[src/rtl/cpu_pkg.sv]
// cpu_pkg: types and constants shared by the PC register, fetch unit and decode
package cpu_pkg;
  localparam logic [31:0] PC_RESET = 32'h0000_3000;
  typedef enum logic [1:0] {IDLE, WAIT, DROP} fetch_state_t;
  typedef struct packed {
    logic [31:0] pc;
    logic [31:0] instr;
    logic        exc;
  } fetch_entry_t;
endpackage

[src/rtl/fetch_fifo.sv]
// fetch_fifo: DEPTH-entry synchronous FIFO of fetched {pc, instr, exc} entries; head reads zero when empty
module fetch_fifo
  import cpu_pkg::*;
#(
  parameter int DEPTH = 2
) (
  input  logic                         clk,
  input  logic                         reset,
  input  logic                         push,
  input  logic                         pop,
  input  logic                         clear,
  input  fetch_entry_t                 entry,
  output logic [$clog2(DEPTH+1)-1:0]   count,
  output fetch_entry_t                 head
);
  localparam int PW = $clog2(DEPTH);
  localparam int CW = $clog2(DEPTH + 1);
  fetch_entry_t mem_q [DEPTH];
  logic [PW-1:0] wr_q, wr_d, rd_q, rd_d;
  logic [CW-1:0] cnt_q, cnt_d;
  always_comb begin
    wr_d = clear ? '0 : push ? wr_q + PW'(1) : wr_q;
    rd_d = clear ? '0 : pop ? rd_q + PW'(1) : rd_q;
    cnt_d = clear ? '0 : (push && !pop) ? cnt_q + CW'(1) : (pop && !push) ? cnt_q - CW'(1) : cnt_q;
  end
  always_ff @(posedge clk) begin
    if (!reset) begin
      wr_q <= '0;
      rd_q <= '0;
      cnt_q <= '0;
    end else begin
      wr_q <= wr_d;
      rd_q <= rd_d;
      cnt_q <= cnt_d;
    end
  end
  always_ff @(posedge clk)
    if (push && !clear) mem_q[wr_q] <= entry;
  assign count = cnt_q;
  assign head = (cnt_q != '0) ? mem_q[rd_q] : '0;
endmodule

[src/rtl/fetch_unit.sv]
// fetch_unit: issues imem reads for the current PC, buffers {pc, instr} for decode, squashes on redirect
module fetch_unit
  import cpu_pkg::*;
#(
  parameter int          DEPTH  = 2,
  parameter int          ADDR_W = 10,
  parameter logic [31:0] BASE   = PC_RESET
) (
  input  logic              clk,
  input  logic              reset,
  input  logic [31:0]       pc_i,
  input  logic              redirect,
  output logic              pc_advance,
  output logic              imem_req,
  output logic [ADDR_W-1:0] imem_addr,
  input  logic              imem_ack,
  input  logic [31:0]       imem_rdata,
  output logic              out_valid,
  input  logic              out_ready,
  output logic [31:0]       out_pc,
  output logic [31:0]       out_instr,
  output logic              out_exc
);
  localparam int CW = $clog2(DEPTH + 1);
  fetch_state_t state_q, state_d;
  logic [31:0] pc_q, pc_d, fetch_pc;
  logic [CW-1:0] count;
  fetch_entry_t head, entry;
  logic go, push, pop;
  // go reserves a FIFO slot at issue time, so a later push can never overflow
  always_comb begin
    go = reset && state_q == IDLE && count < CW'(DEPTH) && !redirect;
    fetch_pc = (state_q == IDLE) ? pc_i : pc_q;
    imem_addr = ADDR_W'((fetch_pc - BASE) >> 2);
    imem_req = reset && (state_q != IDLE || (go && pc_i[1:0] == 2'b00));
    push = (go && pc_i[1:0] != 2'b00) || (reset && state_q == WAIT && imem_ack && !redirect);
    entry = (state_q == IDLE) ? '{pc: pc_i, instr: 32'h0, exc: 1'b1} : '{pc: pc_q, instr: imem_rdata, exc: 1'b0};
    pc_d = go ? pc_i : pc_q;
    state_d = (state_q == IDLE) ? (imem_req ? WAIT : IDLE) : imem_ack ? IDLE : redirect ? DROP : state_q;
  end
  always_ff @(posedge clk) begin
    if (!reset) begin
      state_q <= IDLE;
      pc_q <= BASE;
    end else begin
      state_q <= state_d;
      pc_q <= pc_d;
    end
  end
  assign pop = out_valid && out_ready;
  assign pc_advance = push;
  fetch_fifo #(.DEPTH(DEPTH)) u_fifo (
    .clk   (clk),
    .reset (reset),
    .push  (push),
    .pop   (pop),
    .clear (redirect),
    .entry (entry),
    .count (count),
    .head  (head)
  );
  assign out_valid = count != '0;
  assign out_pc = head.pc;
  assign out_instr = head.instr;
  assign out_exc = head.exc;
endmodule

[config.mk]
export PLATFORM = sky130hd
export DESIGN_NAME = fetch_unit
export DESIGN_NICKNAME = d
export VERILOG_FILES = /design/src/rtl/cpu_pkg.sv /design/src/rtl/fetch_fifo.sv /design/src/rtl/fetch_unit.sv
export SDC_FILE = /design/constraint.sdc
export NUM_CORES = 1
export LEC_CHECK = 0
export ABC_AREA = 1
export ABC_CLOCK_PERIOD_IN_PS = 14300
export CAP_MARGIN = 20
export CORE_ASPECT_RATIO = 1.4
export CORE_MARGIN = 2
export CORE_UTILIZATION = 30
export CTS_BUF_LIST = sky130_fd_sc_hd__clkbuf_4 sky130_fd_sc_hd__clkbuf_8 sky130_fd_sc_hd__clkbuf_16
export DETAILED_ROUTE_END_ITERATION = 6
export PLACE_DENSITY = 0.55
export SLEW_MARGIN = 20
export SYNTH_ARGS = -nofsm -noshare
export SYNTH_HDL_FRONTEND = slang
export SYNTH_SLANG_ARGS = --single-unit
export TNS_END_PERCENT = 20
[constraint.sdc]
create_clock -name clk -period 14.3 [get_ports clk]
set_input_delay 2.86 -clock clk [delete_from_list [all_inputs] [get_ports clk]]
set_output_delay 2.86 -clock clk [all_outputs]
set_load 0.02 [all_outputs]
Yosys cells after proc, flatten, opt, wreduce, memory -nomap -nowiden
Memory sizes are Yosys's and may differ from the RTL's. A register that Yosys moved wholly into a read port is not among the register bits. Cells that the tools add are included.

Muxes and demuxes: 13. Bitwise logic cells: 1. $add $sub $neg: 5. Equality and inequality tests: 1. Magnitude comparators: 1. Reduce and logical (&&, ||, !) cells: 26.

Operators with widths (count): $mux W65 (2); $logic_and A1 B1 Y1 (13); $mux W12 (1); $sub A12 B1 Y12 const B (1); $mux W2 (5); $reduce_bool A2 Y1 (4); $mux W1 (5); $logic_not A2 Y1 (2); $logic_not A1 Y1 (3); $reduce_bool A3 Y1 (1); $add A1 B1 Y1 const B (2); $add A2 B1 Y2 const B (1); $eq A2 B1 Y1 const B (1); $logic_or A1 B1 Y1 (2); $lt A2 B2 Y1 const B (1); $reduce_or A2 Y1 (1); $sub A2 B1 Y2 const B (1); $not A1 Y1 (1).

Word-level logic and storage cells: 53. Flip-flop bits (word level): 38. Memories kept: 1. Bits in writable memories: 130.

Memory list: u_fifo.mem_q (words 2, width 65, rd ports 1, clocked after Yosys merged registers in 1, write ports 1, RTL line fetch_fifo.sv:18) `fetch_entry_t mem_q [DEPTH];`.

Longest topological paths before layout
Gate-level depths: netlist (run 1).

Depth in word-level cells: 10. Depth in mapped cells: 10. Gate-level depth less buffers: 10.

Cells and area by module
From an unflattened synthesis (run 1), not the netlist that was laid out.

Cells, all modules: 763. Area total of the unflattened synthesis: 7352.1 µm².

By module, submodules not included: fetch_fifo (area an instance 5126.2 µm², cells an instance 381, instances 1, seq. area each 4003.8 µm²); fetch_unit (area an instance 2225.9 µm², cells an instance 382, instances 1, seq. area each 680.7 µm²).

Least setup slack after synthesis (run 1)
Ideal clock, no wire load.

Path type: in2reg. From: in reset. To: mem u_fifo.mem_q[0][0] in the netlist's numbering, enable pin. Slack: 7471 ps. Stages: 4. Library setup time: 509 ps. Data arrival time: 6319 ps. Data required time: 13791 ps. Cells stage by stage: inv_2 -> nor2_8 -> nand3_1 -> a21oi_1.

Word-level cells in the longest chain between the ends: 8.

Ends and longest elaborated chain: start, declared (RTL line fetch_unit.sv:10) `input logic reset,`; $logic_and A1 B1 Y1 (3 in a row) (RTL line fetch_unit.sv:32) `go = reset && state_q == IDLE && count < CW'(DEPTH) && !redirect;`; $logic_and A1 B1 Y1 (RTL line fetch_unit.sv:36) `push = (go && pc_i[1:0] != 2'b00) || (reset && state_q == WAIT && imem_ack && !redirect);`; $logic_or A1 B1 Y1 (*) (RTL line fetch_unit.sv:36); $logic_and A1 B1 Y1 (*) (RTL line fetch_fifo.sv:38) `if (push && !clear) mem_q[wr_q] <= entry;`; $mux W1 (*) (RTL line fetch_fifo.sv:38); $mux W1 (implied by the code) (*) (RTL line fetch_fifo.sv:38); end, declared (RTL line fetch_fifo.sv:18).

Mark *: on every way between the ends. The rest lies on a longest branch, timed or not.

Worst setup path in the final report (run 1)
From: in reset. To: out imem_req.

Word-level cells in the longest chain between the ends: 6.

Ends and longest elaborated chain: $logic_and A1 B1 Y1 (3 in a row) (RTL line fetch_unit.sv:32); $logic_and A1 B1 Y1 (RTL line fetch_unit.sv:35) `imem_req = reset && (state_q != IDLE || (go && pc_i[1:0] == 2'b00));`; $logic_or A1 B1 Y1 (RTL line fetch_unit.sv:35); $logic_and A1 B1 Y1 (*) (RTL line fetch_unit.sv:35); end, declared (RTL line fetch_unit.sv:14) `output logic imem_req,`.

Marks and branches as above.

==> run summary, run 1 <==
The run finished with clean final reports. The tools report the routed wire length as 16.5 mm. Between clock sinks in the finished design, the worst skew comes to 0.0115 ns.

The max-cap violation count came out at 0. Leaving out fill and tap cells, the most frequent cells in the layout are sky130_fd_sc_hd__nand2_1 (170), sky130_fd_sc_hd__clkdlybuf4s50_1 (146), sky130_fd_sc_hd__edfxtp_1 (130). At the end of the flow, the number of nets in the layout was 870.

The register cell area after layout came out at 4690 µm². In this run, placement finished with an instance count of 1087. Number of global-route vias before repair: 4822. The number of antenna diodes in the final layout is 0. The depth of the CTS H-tree was 4. From bottom edge to top edge, the die measures 185 µm.

In this run the deepest clock path goes through 2 buffers. The run gives 208 as the number of design-rule violations left by the first detailed-router iteration. The total number of placement rows came out at 66.

The tools report the post-layout worst setup margin as 5.76 ns. The die covers 24600 µm². The number of buffers added by the clock tree synthesis step is 17.

Entering global routing, the biggest net connects 100 pins. Of the cells placed in the final design, the portion with a size suffix greater than 1 is 7.26%. For the finished layout, the period the worst path requires is 8.54 ns. The overall global routing resource usage was 13.6%; the number of sinks handled by clock tree synthesis was 169.

Measured against its own limit, the worst slew margin works out to 32.4%. Based on the critical path, the design can be clocked at up to 117 MHz. Setup violations remaining at the end of the flow were counted as 0. For this run, the number of Yosys warnings is 0. Summing all multi-input logic gate instances after layout gives 1790 µm². For the worst endpoint required time, the log shows 11.44 ns. For this run, the detailed router's first-pass iteration total came to 4. For this run, design rule violations remaining after detail routing come to 0. The number of max-slew violations in the final report is 0.

Dividing total power by cell area gives a power density of 122 nW/µm². Setup repair after global routing left no endpoint under its margin. Along the worst path, the maximum fanout reaches 61. Number of port buffers: 146.

The count of unique library cells instantiated by Yosys is 25, and the clock input transition at the sequential cells of the worst setup and hold paths is 0.07 ns. For the worst setup path, the data arrival time is 5.68 ns. After floorplanning, the core was sized to cover 23100 µm². The number of buffers inserted for hold repair after clock tree synthesis was 0; the number of storage elements in the synthesis netlist was 169. STA classifies the critical path startpoint as a primary input. In the final routed layout, each cell accounts on average for 14.7 µm.

Post-synthesis instance total: 678. The critical path in this run is classified as primary input to output port. The post-CTS setup repair buffer count came out at 0. TritonCTS built the clock tree. The detail route stage leaves a number of antenna-violating nets equal to 0. The average cell area after synthesis was 10.3 µm². The classification of the worst-slack hold path was flip-flop to flip-flop. STA classifies the critical path endpoint as an output port.

The netlist area before placement was 7020 µm². The die width is 133 µm, and the total grt overflow is 0. Summing the sequential cell areas from Yosys gives 66.8% of the chip area. The ratio of routed vias to standard cells works out to 4.45. Relative to the synthesized area, the layout overhead comes to 31.3%. The layout has 2335 filler cells. Most area-hungry cell type in the Yosys netlist: sky130_fd_sc_hd__edfxtp_1. The clock latency on the worst-skew pair was 0.42 ns; the hold violation total from the final report was 0. The first-pass GRT wire length is 25.4 mm, and the share of the clock period used by the worst path is 59.8%. The detailed router placed 4975 vias in this run.

For the pin with the worst max-slew slack, the measured transition is 1.01 ns. For this design the static power due to leakage is 3.41 nW. The accumulated negative setup slack came out at 0 ns. After the flow finishes, the layout carries non-filler instances totaling 1119. The total of cells resized after clock tree synthesis was 0. The number of top-level pins is 147. The largest vdd supply drop is 77.6 µV. The detailed placement HPWL was 9.45 mm; the initial core utilization was 30.3%. CTS placed an instance of sky130_fd_sc_hd__clkbuf_16 at the clock tree root.

OpenSTA, run right after detailed placement, puts the worst setup slack at 5.74 ns. The synthesized net count came out at 748. In the post-synthesis netlist, the biggest area contributors are sky130_fd_sc_hd__edfxtp_1 (56%), sky130_fd_sc_hd__dfxtp_1 (11%), sky130_fd_sc_hd__nand2_1 (9.1%).

The initial antenna violation count was 1. Leaving out fill and tap cells, the most frequent cell in the layout is sky130_fd_sc_hd__nand2_1. Summed over its instances, the top area cell type makes up 55.6% of the synthesized netlist area. The global placer's final weighted congestion came out at 0.738.
report_power, final:
part | total (mW) | internal (mW) | switching [mW]
registers | 0.552 | 0.548 | 0.00440
clock network | 0.442 | 0.242 | 0.200
logic | 0.130 | 0.0545 | 0.0751
cells by family after synthesis:
family / Yosys count / synth area share [%]
AOI/OAI and AO/OA: 166 / 12.4
adders and majority gates: 1 / 0.178
buffers and inverters: 122 / 8.04
DFF: 169 / 66.8
muxes: 2 / 0.321
and+or+nand+nor: 218 / 12.3
routing by layer:
metal | vias up | routed length (µm) | global-route usage, %
li1 | 2500 | - | -
met1 | 2368 | 7060 | 15.7
met2 | 95 | 8530 | 24.4
met3 | 10 | 679 | 3.67
met4 | 2 | 179 | 4.09
met5 | - | 10 | 0
stage by stage:
stage | power, mW | utilization [%] | cell area [µm²] | hold slack (ns)
after floorplan | 0.635 | - | 7020 | 0.425
after global placement | 0.694 | 37.4 | 8640 | 0.433
after detailed placement | 0.695 | 37.4 | 8640 | 0.442
after CTS | 1.14 | 39.8 | 9210 | 0.451
after global routing | 1.17 | 39.8 | 9210 | 0.470
final | 1.12 | 39.8 | 9210 | 0.449
sequential cells by signal, summed over array words and instances, names as in the netlist, named ones only:
signal and count:
state_q 2, u_fifo.mem_q 130, pc_q 32, u_fifo.count 2, u_fifo.wr_q 1, u_fifo.rd_q 1
synthesized netlist by cell type:
cell type and instances:
sky130_fd_sc_hd__o21ai_0 35, sky130_fd_sc_hd__ha_1 1, sky130_fd_sc_hd__nand4_1 1, sky130_fd_sc_hd__nor3_1 1, sky130_fd_sc_hd__a21oi_1 95, sky130_fd_sc_hd__nor2_1 39
sky130_fd_sc_hd__edfxtp_1 130, sky130_fd_sc_hd__nor2_4 1, sky130_fd_sc_hd__buf_2 19, sky130_fd_sc_hd__nand2_1 170, sky130_fd_sc_hd__clkbuf_1 12, sky130_fd_sc_hd__mux2_2 2
sky130_fd_sc_hd__o21ai_1 26, sky130_fd_sc_hd__nand3_4 1, sky130_fd_sc_hd__a21oi_2 6, sky130_fd_sc_hd__buf_4 10, sky130_fd_sc_hd__o21ai_2 3, sky130_fd_sc_hd__buf_6 6
sky130_fd_sc_hd__nand3_1 4, sky130_fd_sc_hd__inv_2 2, sky130_fd_sc_hd__dfxtp_1 39, sky130_fd_sc_hd__buf_1 3, sky130_fd_sc_hd__o41ai_1 1, sky130_fd_sc_hd__inv_1 70
sky130_fd_sc_hd__nor2_8 1
worst paths after layout:
| check | from | end | slack (ns) | depth (start not counted) |
|---|---|---|---|---|
| min reg2reg | pc_q[31] | pc_q[31] | 0.45 | 2 |
| max | reset | imem_req | 5.76 | 9 |
| max reg2reg | state_q[1] | u_fifo.mem_q[1][22] | 11.20 | 7 |
| min | pc_q[31] | pc_q[31] | 0.45 | 2 |
critical path, stage by stage:
cell and delay, ns:
sky130_fd_sc_hd__clkdlybuf4s50_1 0.45, sky130_fd_sc_hd__buf_4 0.36, sky130_fd_sc_hd__inv_2 0.13, sky130_fd_sc_hd__nor2_8 0.15, sky130_fd_sc_hd__nand3_4 0.58, sky130_fd_sc_hd__inv_2 0.28
sky130_fd_sc_hd__nand3_1 0.12, sky130_fd_sc_hd__o21ai_0 0.09, sky130_fd_sc_hd__clkdlybuf4s50_1 0.64
cell type report:
class	count	area share, %
flip-flops and latches	169	50.9
clock buffers	19	5.04
repair buffers	153	16.4
clock inverters	13	1.17
multi-input cells	387	19.4
well taps	306	4.16
inverters	72	2.95
Power figures use the tool's default switching activity.
==> run 2, diff against run 1 <==
--- a/config.mk
+++ b/config.mk
@@ -6,14 +6,14 @@
 export NUM_CORES = 1
 export LEC_CHECK = 0
 export ABC_AREA = 1
-export ABC_CLOCK_PERIOD_IN_PS = 14300
+export ABC_CLOCK_PERIOD_IN_PS = 6900
 export CAP_MARGIN = 20
 export CORE_ASPECT_RATIO = 1.4
 export CORE_MARGIN = 2
 export CORE_UTILIZATION = 30
 export CTS_BUF_LIST = sky130_fd_sc_hd__clkbuf_4 sky130_fd_sc_hd__clkbuf_8 sky130_fd_sc_hd__clkbuf_16
 export DETAILED_ROUTE_END_ITERATION = 6
-export PLACE_DENSITY = 0.55
+export PLACE_DENSITY = 0.57
 export SLEW_MARGIN = 20
 export SYNTH_ARGS = -nofsm -noshare
 export SYNTH_HDL_FRONTEND = slang
==> constraint.sdc (replaced) <==
create_clock -name clk -period 6.9 [get_ports clk]
set_input_delay 1.38 -clock clk [delete_from_list [all_inputs] [get_ports clk]]
set_output_delay 1.38 -clock clk [all_outputs]
set_load 0.02 [all_outputs]
==> run summary, run 2 (synthesis gave the netlist of run 1 again) <==
The run finished with clean final reports. Worst endpoint required time: 5.52 ns (was 11.44 ns). For the overall global routing resource usage, the log shows 13.7% (was 13.6%). The initial antenna violation count is 1 (unchanged). The classification of the worst-slack hold path was flip-flop to flip-flop (unchanged).

TritonCTS built the clock tree. The cell depth of the worst hold path works out to 2 (unchanged). Startpoint-to-endpoint class of the critical path: primary input to output port (unchanged).

The logs give 66 (was 100) for the largest net degree at the start of global routing and 0 (unchanged) for the post-CTS setup repair buffer count. The internal reg-to-reg setup slack is 3.86 ns (was 11.20 ns). The part of the power in registers is 48.7% (was 49.1%).

The tools report the share of power burned in the clock network as 39.8% (was 39.3%). Setup repair after global routing left no endpoint under its margin. The tools report the accumulated negative setup slack as 0 ns (unchanged). The number of filler cells placed in the layout is 2284 (was 2335), and the count of antenna-violating nets left after detailed routing is 0 (unchanged).

The initial core utilization was 30.3% (unchanged); the number of max-slew violations in the final report was 0 (unchanged). The capture point of the worst reg-to-reg path is u_fifo.mem_q[1][49] (was u_fifo.mem_q[1][22]). The number of port buffers is 146 (unchanged), and the area growth from synthesis to layout is 31.7% (was 31.3%). The run gives 66 (unchanged) as the total number of placement rows. For the number of nets in the final layout, the log shows 872 (was 870). The logs give 41.4% (was 32.4%) for the relative slew slack and 169 (unchanged) for the number of sinks handled by clock tree synthesis. The run gives 8660 µm² (was 8640 µm²) as the cell area reported after detailed placement. The family with the most delay on the worst path is buffers and inverters (unchanged). The ratio of cells with drive above 1 in the final layout is 7.48% (was 7.26%), and the share of the clock period used by the worst path is 70.9%. The sum of buffers and inverters on the critical path was 4 (was 5); the number of top-level pins was 147 (unchanged). The number of design-rule violations left by the first detailed-router iteration was 250 (was 208). The diode insertion count for antenna repair came out at 0 (unchanged). The tools report the sort of element at the start of the critical path as a primary input (unchanged). Counting I/O delays and the setup requirement, the final critical path takes 4.89 ns. The height of the die is 185 µm (unchanged), and the data arrival at the endpoint of the critical path is 3.51 ns (was 5.68 ns). The total of cells resized after clock tree synthesis was 0 (unchanged); the total grt overflow was 0 (unchanged). For the combinational share of power, the log shows 11.5% (about the same). The tools report the startpoint of the worst-slack reg-to-reg timing path as state_q[1] (unchanged). The routed wirelength normalized by instance count works out to 15.0 µm (was 14.7 µm).

The detailed placement HPWL was 10.2 mm (was 9.45 mm). Clock latency on the worst-skew pair: 0.42 ns (about the same). The max-cap violation count was 0 (unchanged).

For the first-pass iteration count of the detailed router, the log shows 4 (unchanged). The die width came out at 133 µm (unchanged). For the number of global-route vias before repair, the log shows 4676 (was 4822).

Cell at the root of the clock tree: sky130_fd_sc_hd__clkbuf_16 (unchanged). The ratio of routed vias to standard cells is 4.42 (was 4.45), and the hold violation total from the final report is 0 (unchanged). The number of buffers inserted for hold repair after clock tree synthesis is 0 (unchanged), and the internal power consumption is 1.79 mW (was 0.844 mW). Cells along the critical path: clkdlybuf4s50_1, buf_4, inv_2, nor2_8, nand4_1, nand2_1, clkdlybuf4s50_1 (was clkdlybuf4s50_1, buf_4, inv_2, nor2_8, nand3_4, inv_2, nand3_1, o21ai_0, clkdlybuf4s50_1). The source of the worst hold timing path was pc_q[20] (was pc_q[31]). Commonest cells after routing, fill and taps aside: sky130_fd_sc_hd__nand2_1 (170), sky130_fd_sc_hd__clkdlybuf4s50_1 (146), sky130_fd_sc_hd__edfxtp_1 (130) (unchanged).

The cell that appears most often on the critical path is sky130_fd_sc_hd__clkdlybuf4s50_1. The clock input transition at the sequential cells of the worst setup and hold paths is 0.06 ns (was 0.07 ns), and the power per standard cell area is 254 nW/µm² (was 122 nW/µm²). The die outline area is 24600 µm² (unchanged), and the number of buffers between clock root and the deepest sink is 2 (unchanged).

The run gives 0.770 (was 0.738) as the global placer's final weighted congestion. The number of placed instances with taps included came out at 1089 (was 1087). The critical path capture point type was an output port (unchanged). The switching power is 0.563 mW (was 0.279 mW). The largest register by flop count was u_fifo.mem_q (unchanged).

Capture endpoint of the worst hold path: pc_q[20] (was pc_q[31]). The depth of the most critical reg-to-reg path came out at 6 (was 7). The switching share of total power came out at 24.0% (was 24.9%).

The logs give 4 (unchanged) for the depth of the CTS H-tree and 1121 (was 1119) for the number of standard cells in the final layout excluding fillers. The leakage power total was 3.42 nW (was 3.41 nW). The first-pass GRT wire length was 25.5 mm (was 25.4 mm); the routed wire length was 16.9 mm (was 16.5 mm).

For this run, the top clock speed supported by timing is 204 MHz. For the number of buffers added by the clock tree synthesis step, the log shows 17 (unchanged). For the post-route standard cell area excluding fillers, the log shows 9240 µm² (was 9210 µm²). For the final count of negative-setup-slack endpoints, the log shows 0 (unchanged).

Slowest library cell on the worst path: sky130_fd_sc_hd__clkdlybuf4s50_1 (unchanged). The largest fanout on the critical path works out to 34 (was 61). The worst stage delay on the critical path is 0.63 ns (was 0.64 ns), and the residual DRC count is 0 (unchanged).

The area of the core is 23100 µm² (unchanged), and the via count is 4960 (was 4975). The worst clock skew on the final layout is 0.00898 ns (was 0.0115 ns), and the largest vdd supply drop is 155 µV (was 77.6 µV). Registers with the highest flip-flop counts: u_fifo.mem_q x130, pc_q x32 (unchanged). The transition at the pin with the smallest max-transition slack came out at 0.877 ns (was 1.01 ns). The most common library cell in the layout ignoring fill and taps is sky130_fd_sc_hd__nand2_1 (unchanged). The flip-flop count of the largest register, all copies and words added came out at 130 (unchanged).
-- run 2: power by group through the flow --
| stage | clock [mW] | sequential [mW] | combinational, mW |
|---|---|---|---|
| floorplan | 0 | 1.17 | 0.150 |
| global placement | 0 | 1.17 | 0.273 |
| detailed placement | 0 | 1.17 | 0.276 |
| CTS | 0.961 | 1.14 | 0.277 |
| global route | 1.01 | 1.15 | 0.298 |
| finish | 0.935 | 1.14 | 0.271 |
-- run 2: layer usage --
metal | vias up | part of all wire (%) | track usage, %
met4 | 2 | 2.1 | 5.15
met5 | - | 0.077 | 0
met1 | 2316 | 44 | 16.8
li1 | 2503 | - | -
met3 | 23 | 5.2 | 4.00
met2 | 116 | 49 | 22.8
-- run 2: worst reg2reg max path, stage by stage, from the launching register on --
cell and delay (ns):
sky130_fd_sc_hd__dfxtp_1 0.34, sky130_fd_sc_hd__nor2_4 0.70, sky130_fd_sc_hd__nand4_1 0.29, sky130_fd_sc_hd__nand2_1 0.21, sky130_fd_sc_hd__nand2_1 0.10, sky130_fd_sc_hd__clkinv_2 0.45, sky130_fd_sc_hd__buf_4 0.55
-- run 2: worst max-delay path by stage --
| stage | slack (ns) | depth (start not counted) | to | startpoint |
|---|---|---|---|---|
| 6_report | 2.01 | 7 | pc_advance | reset |
| 5_1_grt | 1.86 | 7 | pc_advance | reset |
| 4_1_cts | 1.99 | 9 | imem_req | reset |
| 3_5_place_dp | 2.00 | 7 | pc_advance | reset |
| 3_3_place_gp | 2.01 | 7 | pc_advance | reset |
| 2_1_floorplan | 1.55 | 4 | u_fifo.mem_q[0][0] | reset |
-- run 2: area by class of cell --
class / count / area [µm²] / share of cell area, %
flip-flops and latches: 169 / 4690 / 50.7
inverters: 72 / 272 / 2.94
clock buffers: 18 / 433 / 4.69
repair buffers: 155 / 1530 / 16.6
clock inverters: 14 / 149 / 1.61
well taps: 306 / 383 / 4.14
multi-input cells: 387 / 1790 / 19.3
-- run 2: metrics by stage --
step	setup WS, ns	hold WS (ns)	total power [mW]	utilization [%]
finish	2.01	0.447	2.35	40.0
global route	1.86	0.474	2.45	40.0
CTS	1.99	0.450	2.38	40.0
detailed placement	2.00	0.441	1.44	37.4
global placement	2.01	0.434	1.44	37.4
floorplan	1.55	0.425	1.32	-
==> run 3, diff against run 2 <==
--- a/config.mk
+++ b/config.mk
@@ -6,14 +6,14 @@
 export NUM_CORES = 1
 export LEC_CHECK = 0
 export ABC_AREA = 1
-export ABC_CLOCK_PERIOD_IN_PS = 6900
+export ABC_CLOCK_PERIOD_IN_PS = 4850
 export CAP_MARGIN = 20
 export CORE_ASPECT_RATIO = 1.4
 export CORE_MARGIN = 2
 export CORE_UTILIZATION = 30
 export CTS_BUF_LIST = sky130_fd_sc_hd__clkbuf_4 sky130_fd_sc_hd__clkbuf_8 sky130_fd_sc_hd__clkbuf_16
 export DETAILED_ROUTE_END_ITERATION = 6
-export PLACE_DENSITY = 0.57
+export PLACE_DENSITY = 0.55
 export SLEW_MARGIN = 20
 export SYNTH_ARGS = -nofsm -noshare
 export SYNTH_HDL_FRONTEND = slang
==> constraint.sdc (replaced) <==
create_clock -name clk -period 4.85 [get_ports clk]
set_input_delay 0.97 -clock clk [delete_from_list [all_inputs] [get_ports clk]]
set_output_delay 0.97 -clock clk [all_outputs]
set_load 0.02 [all_outputs]
==> run summary, run 3 (synthesis gave the netlist of run 1 again) <==
The hold violation total from the final report was 0 (unchanged). The die outline area came out at 24600 µm² (unchanged). Detailed placement HPWL: 10.2 mm (about the same). Registers with the highest flip-flop counts: u_fifo.mem_q x130, pc_q x32 (unchanged).

The relative slew slack was 47.2% (was 41.4%). The flow ran to the end, and the final reports show no timing, DRC or antenna violations. The tools report the number of sinks handled by clock tree synthesis as 169 (unchanged).

The family with the most delay on the worst path is buffers and inverters (unchanged). The routed wire length was 16.7 mm (was 16.9 mm). The number of filler cells placed in the layout is 2280 (was 2284), and the data arrival at the endpoint of the critical path is 2.71 ns (was 3.51 ns). The most common library cell in the layout ignoring fill and taps was sky130_fd_sc_hd__nand2_1 (unchanged). Classification of the worst-slack hold path: flip-flop to flip-flop (unchanged). The tools report the cell at the root of the clock tree as sky130_fd_sc_hd__clkbuf_16 (unchanged). The sum of buffers and inverters on the critical path was 4 (unchanged). Setup repair after global routing left no endpoint under its margin.

The sort of element at the start of the critical path is a primary input (unchanged). Largest register by flop count: u_fifo.mem_q (unchanged). The tools report the critical path capture point type as an output port (unchanged). For the largest net degree at the start of global routing, the log shows 66 (unchanged). Commonest cells after routing, fill and taps aside: sky130_fd_sc_hd__nand2_1 (170), sky130_fd_sc_hd__clkdlybuf4s50_1 (146), sky130_fd_sc_hd__edfxtp_1 (130) (unchanged). The number of max-slew violations in the final report is 0 (unchanged), and the count of antenna-violating nets left after detailed routing is 0 (unchanged).

The logs give 23100 µm² (unchanged) for the area of the core and 4909 (was 4960) for the via count. The total number of placement rows is 66 (unchanged), and the overall global routing resource usage is 13.8% (was 13.7%). The tools report the depth of the CTS H-tree as 4 (unchanged). The global placer's final weighted congestion was 0.717 (was 0.770); the share of power burned in the clock network was 42.3% (was 39.8%). The slowest library cell on the worst path is sky130_fd_sc_hd__clkdlybuf4s50_1 (unchanged).

Total area of multi-input combinational cells: 1790 µm² (unchanged). The tools report the switching power as 0.790 mW (was 0.563 mW). The run gives 0.42 ns (about the same) as the clock latency on the worst-skew pair. For the internal power consumption, the log shows 2.71 mW (was 1.79 mW).

The combinational share of power was 11.1% (was 11.5%); the number of global-route vias before repair was 4897 (was 4676). For the number of buffers inserted for hold repair after clock tree synthesis, the log shows 0 (unchanged). The die width is 133 µm (unchanged). The area growth from synthesis to layout works out to 33.4% (was 31.7%). Part of the power in registers: 46.6% (was 48.7%). The ratio of cells with drive above 1 in the final layout is 7.95% (was 7.48%).

The transition at the pin with the smallest max-transition slack is 0.790 ns (was 0.877 ns), and the number of standard cells in the final layout excluding fillers is 1124 (was 1121). For the initial antenna violation count, the log shows 2 (was 1). The first-pass iteration count of the detailed router was 5 (was 4); the number of design-rule violations left by the first detailed-router iteration was 248 (was 250).

The number of nets in the final layout was 875 (was 872); the share of the clock period used by the worst path was 75.9%. TritonCTS built the clock tree. The run gives 0 (unchanged) as the final count of negative-setup-slack endpoints. The first-pass GRT wire length is 25.8 mm (was 25.5 mm), and the shortest period the worst path allows is 3.68 ns.

The accumulated negative setup slack is 0 ns (unchanged), and the worst stage delay on the critical path is 0.63 ns (about the same). The leakage power total came out at 3.48 nW (was 3.42 nW). Startpoint-to-endpoint class of the critical path: primary input to output port (unchanged).

For the number of buffers added by the clock tree synthesis step, the log shows 17 (unchanged). The logs give 3.88 ns (was 5.52 ns) for the worst endpoint required time and 30.3% (unchanged) for the initial core utilization. The worst clock skew on the final layout was 0.0151 ns (was 0.00898 ns). The height of the die is 185 µm (unchanged), and the ratio of routed vias to standard cells is 4.37 (was 4.42). The flip-flop count of the largest register, all copies and words added is 130 (unchanged). The routed wirelength normalized by instance count was 14.9 µm (was 15.0 µm).

For the max-cap violation count, the log shows 0 (unchanged). The number of port buffers was 146 (unchanged). Clock input transition at the sequential cells of the worst setup and hold paths: 0.06 ns (about the same). The total of cells resized after clock tree synthesis came out at 0 (unchanged). Register cell area after layout: 4690 µm² (unchanged). Cells along the critical path: clkdlybuf4s50_1, inv_2, nor2_8, nand3_4, inv_2, nand3_1, o21ai_0, clkdlybuf4s50_1 (was clkdlybuf4s50_1, buf_4, inv_2, nor2_8, nand4_1, nand2_1, clkdlybuf4s50_1).

The number of buffers between clock root and the deepest sink is 2 (unchanged). The number of top-level pins came out at 147 (unchanged). The post-CTS setup repair buffer count was 0 (unchanged). The number of placed instances with taps included is 1092 (was 1089). Power per standard cell area: 374 nW/µm² (was 254 nW/µm²).

The switching share of total power came out at 22.6% (was 24.0%). The largest vdd supply drop is 214 µV (was 155 µV). The tools report the total grt overflow as 0 (unchanged). The largest fanout on the critical path is 7 (was 34), and the residual DRC count is 0 (unchanged).

Based on the critical path, the design can be clocked at up to 272 MHz. The diode insertion count for antenna repair is 0 (unchanged).
run 3: power groups by stage:
stage | Combinational, mW | Clock (mW) | Sequential, mW
after floorplan | 0.214 | 0 | 1.66
after global placement | 0.393 | 0 | 1.66
after detailed placement | 0.396 | 0 | 1.66
after CTS | 0.398 | 1.53 | 1.63
after global routing | 0.428 | 1.59 | 1.63
final | 0.389 | 1.48 | 1.63
run 3: worst reg2reg max path, delay by kind of cell, from the launching register on:
family	cells	cell delay [ns]
DFF	1	0.34
and+or+nand+nor	4	1.22
buffers and inverters	2	0.79
run 3: final timing paths:
check / cells after the start / slack (ns) / from / to
max: 8 / 1.17 / reset / imem_req
min: 2 / 0.44 / pc_q[31] / pc_q[31]
max reg2reg: 6 / 2.17 / state_q[1] / u_fifo.mem_q[1][46]
min reg2reg: 2 / 0.44 / pc_q[31] / pc_q[31]
run 3: routing by layer:
metal	track usage, %	up-vias	share of wire, %
met5	0	-	0.078
met1	16.1	2292	42
met2	24.7	103	52
met4	4.34	2	0.78
li1	-	2502	-
met3	3.83	10	5.4
run 3: layout make-up:
cell class	instances	share of cell area, %
flip-flops and latches	169	50.1
multi-input cells	387	19.1
repair buffers	158	16.8
clock buffers	18	4.63
well taps	306	4.09
inverters	72	2.90
clock inverters	14	2.37
run 3: per-stage QoR:
stage | area (µm²) | hold slack (ns) | utilization [%] | power, mW | setup WS [ns]
floorplan | 7020 | 0.425 | - | 1.87 | 1.23
global placement | 8700 | 0.433 | 37.6 | 2.05 | 1.15
detailed placement | 8700 | 0.439 | 37.6 | 2.06 | 1.14
CTS | 9360 | 0.448 | 40.5 | 3.55 | 1.07
global route | 9360 | 0.464 | 40.5 | 3.65 | 0.944
finish | 9360 | 0.445 | 40.5 | 3.50 | 1.17
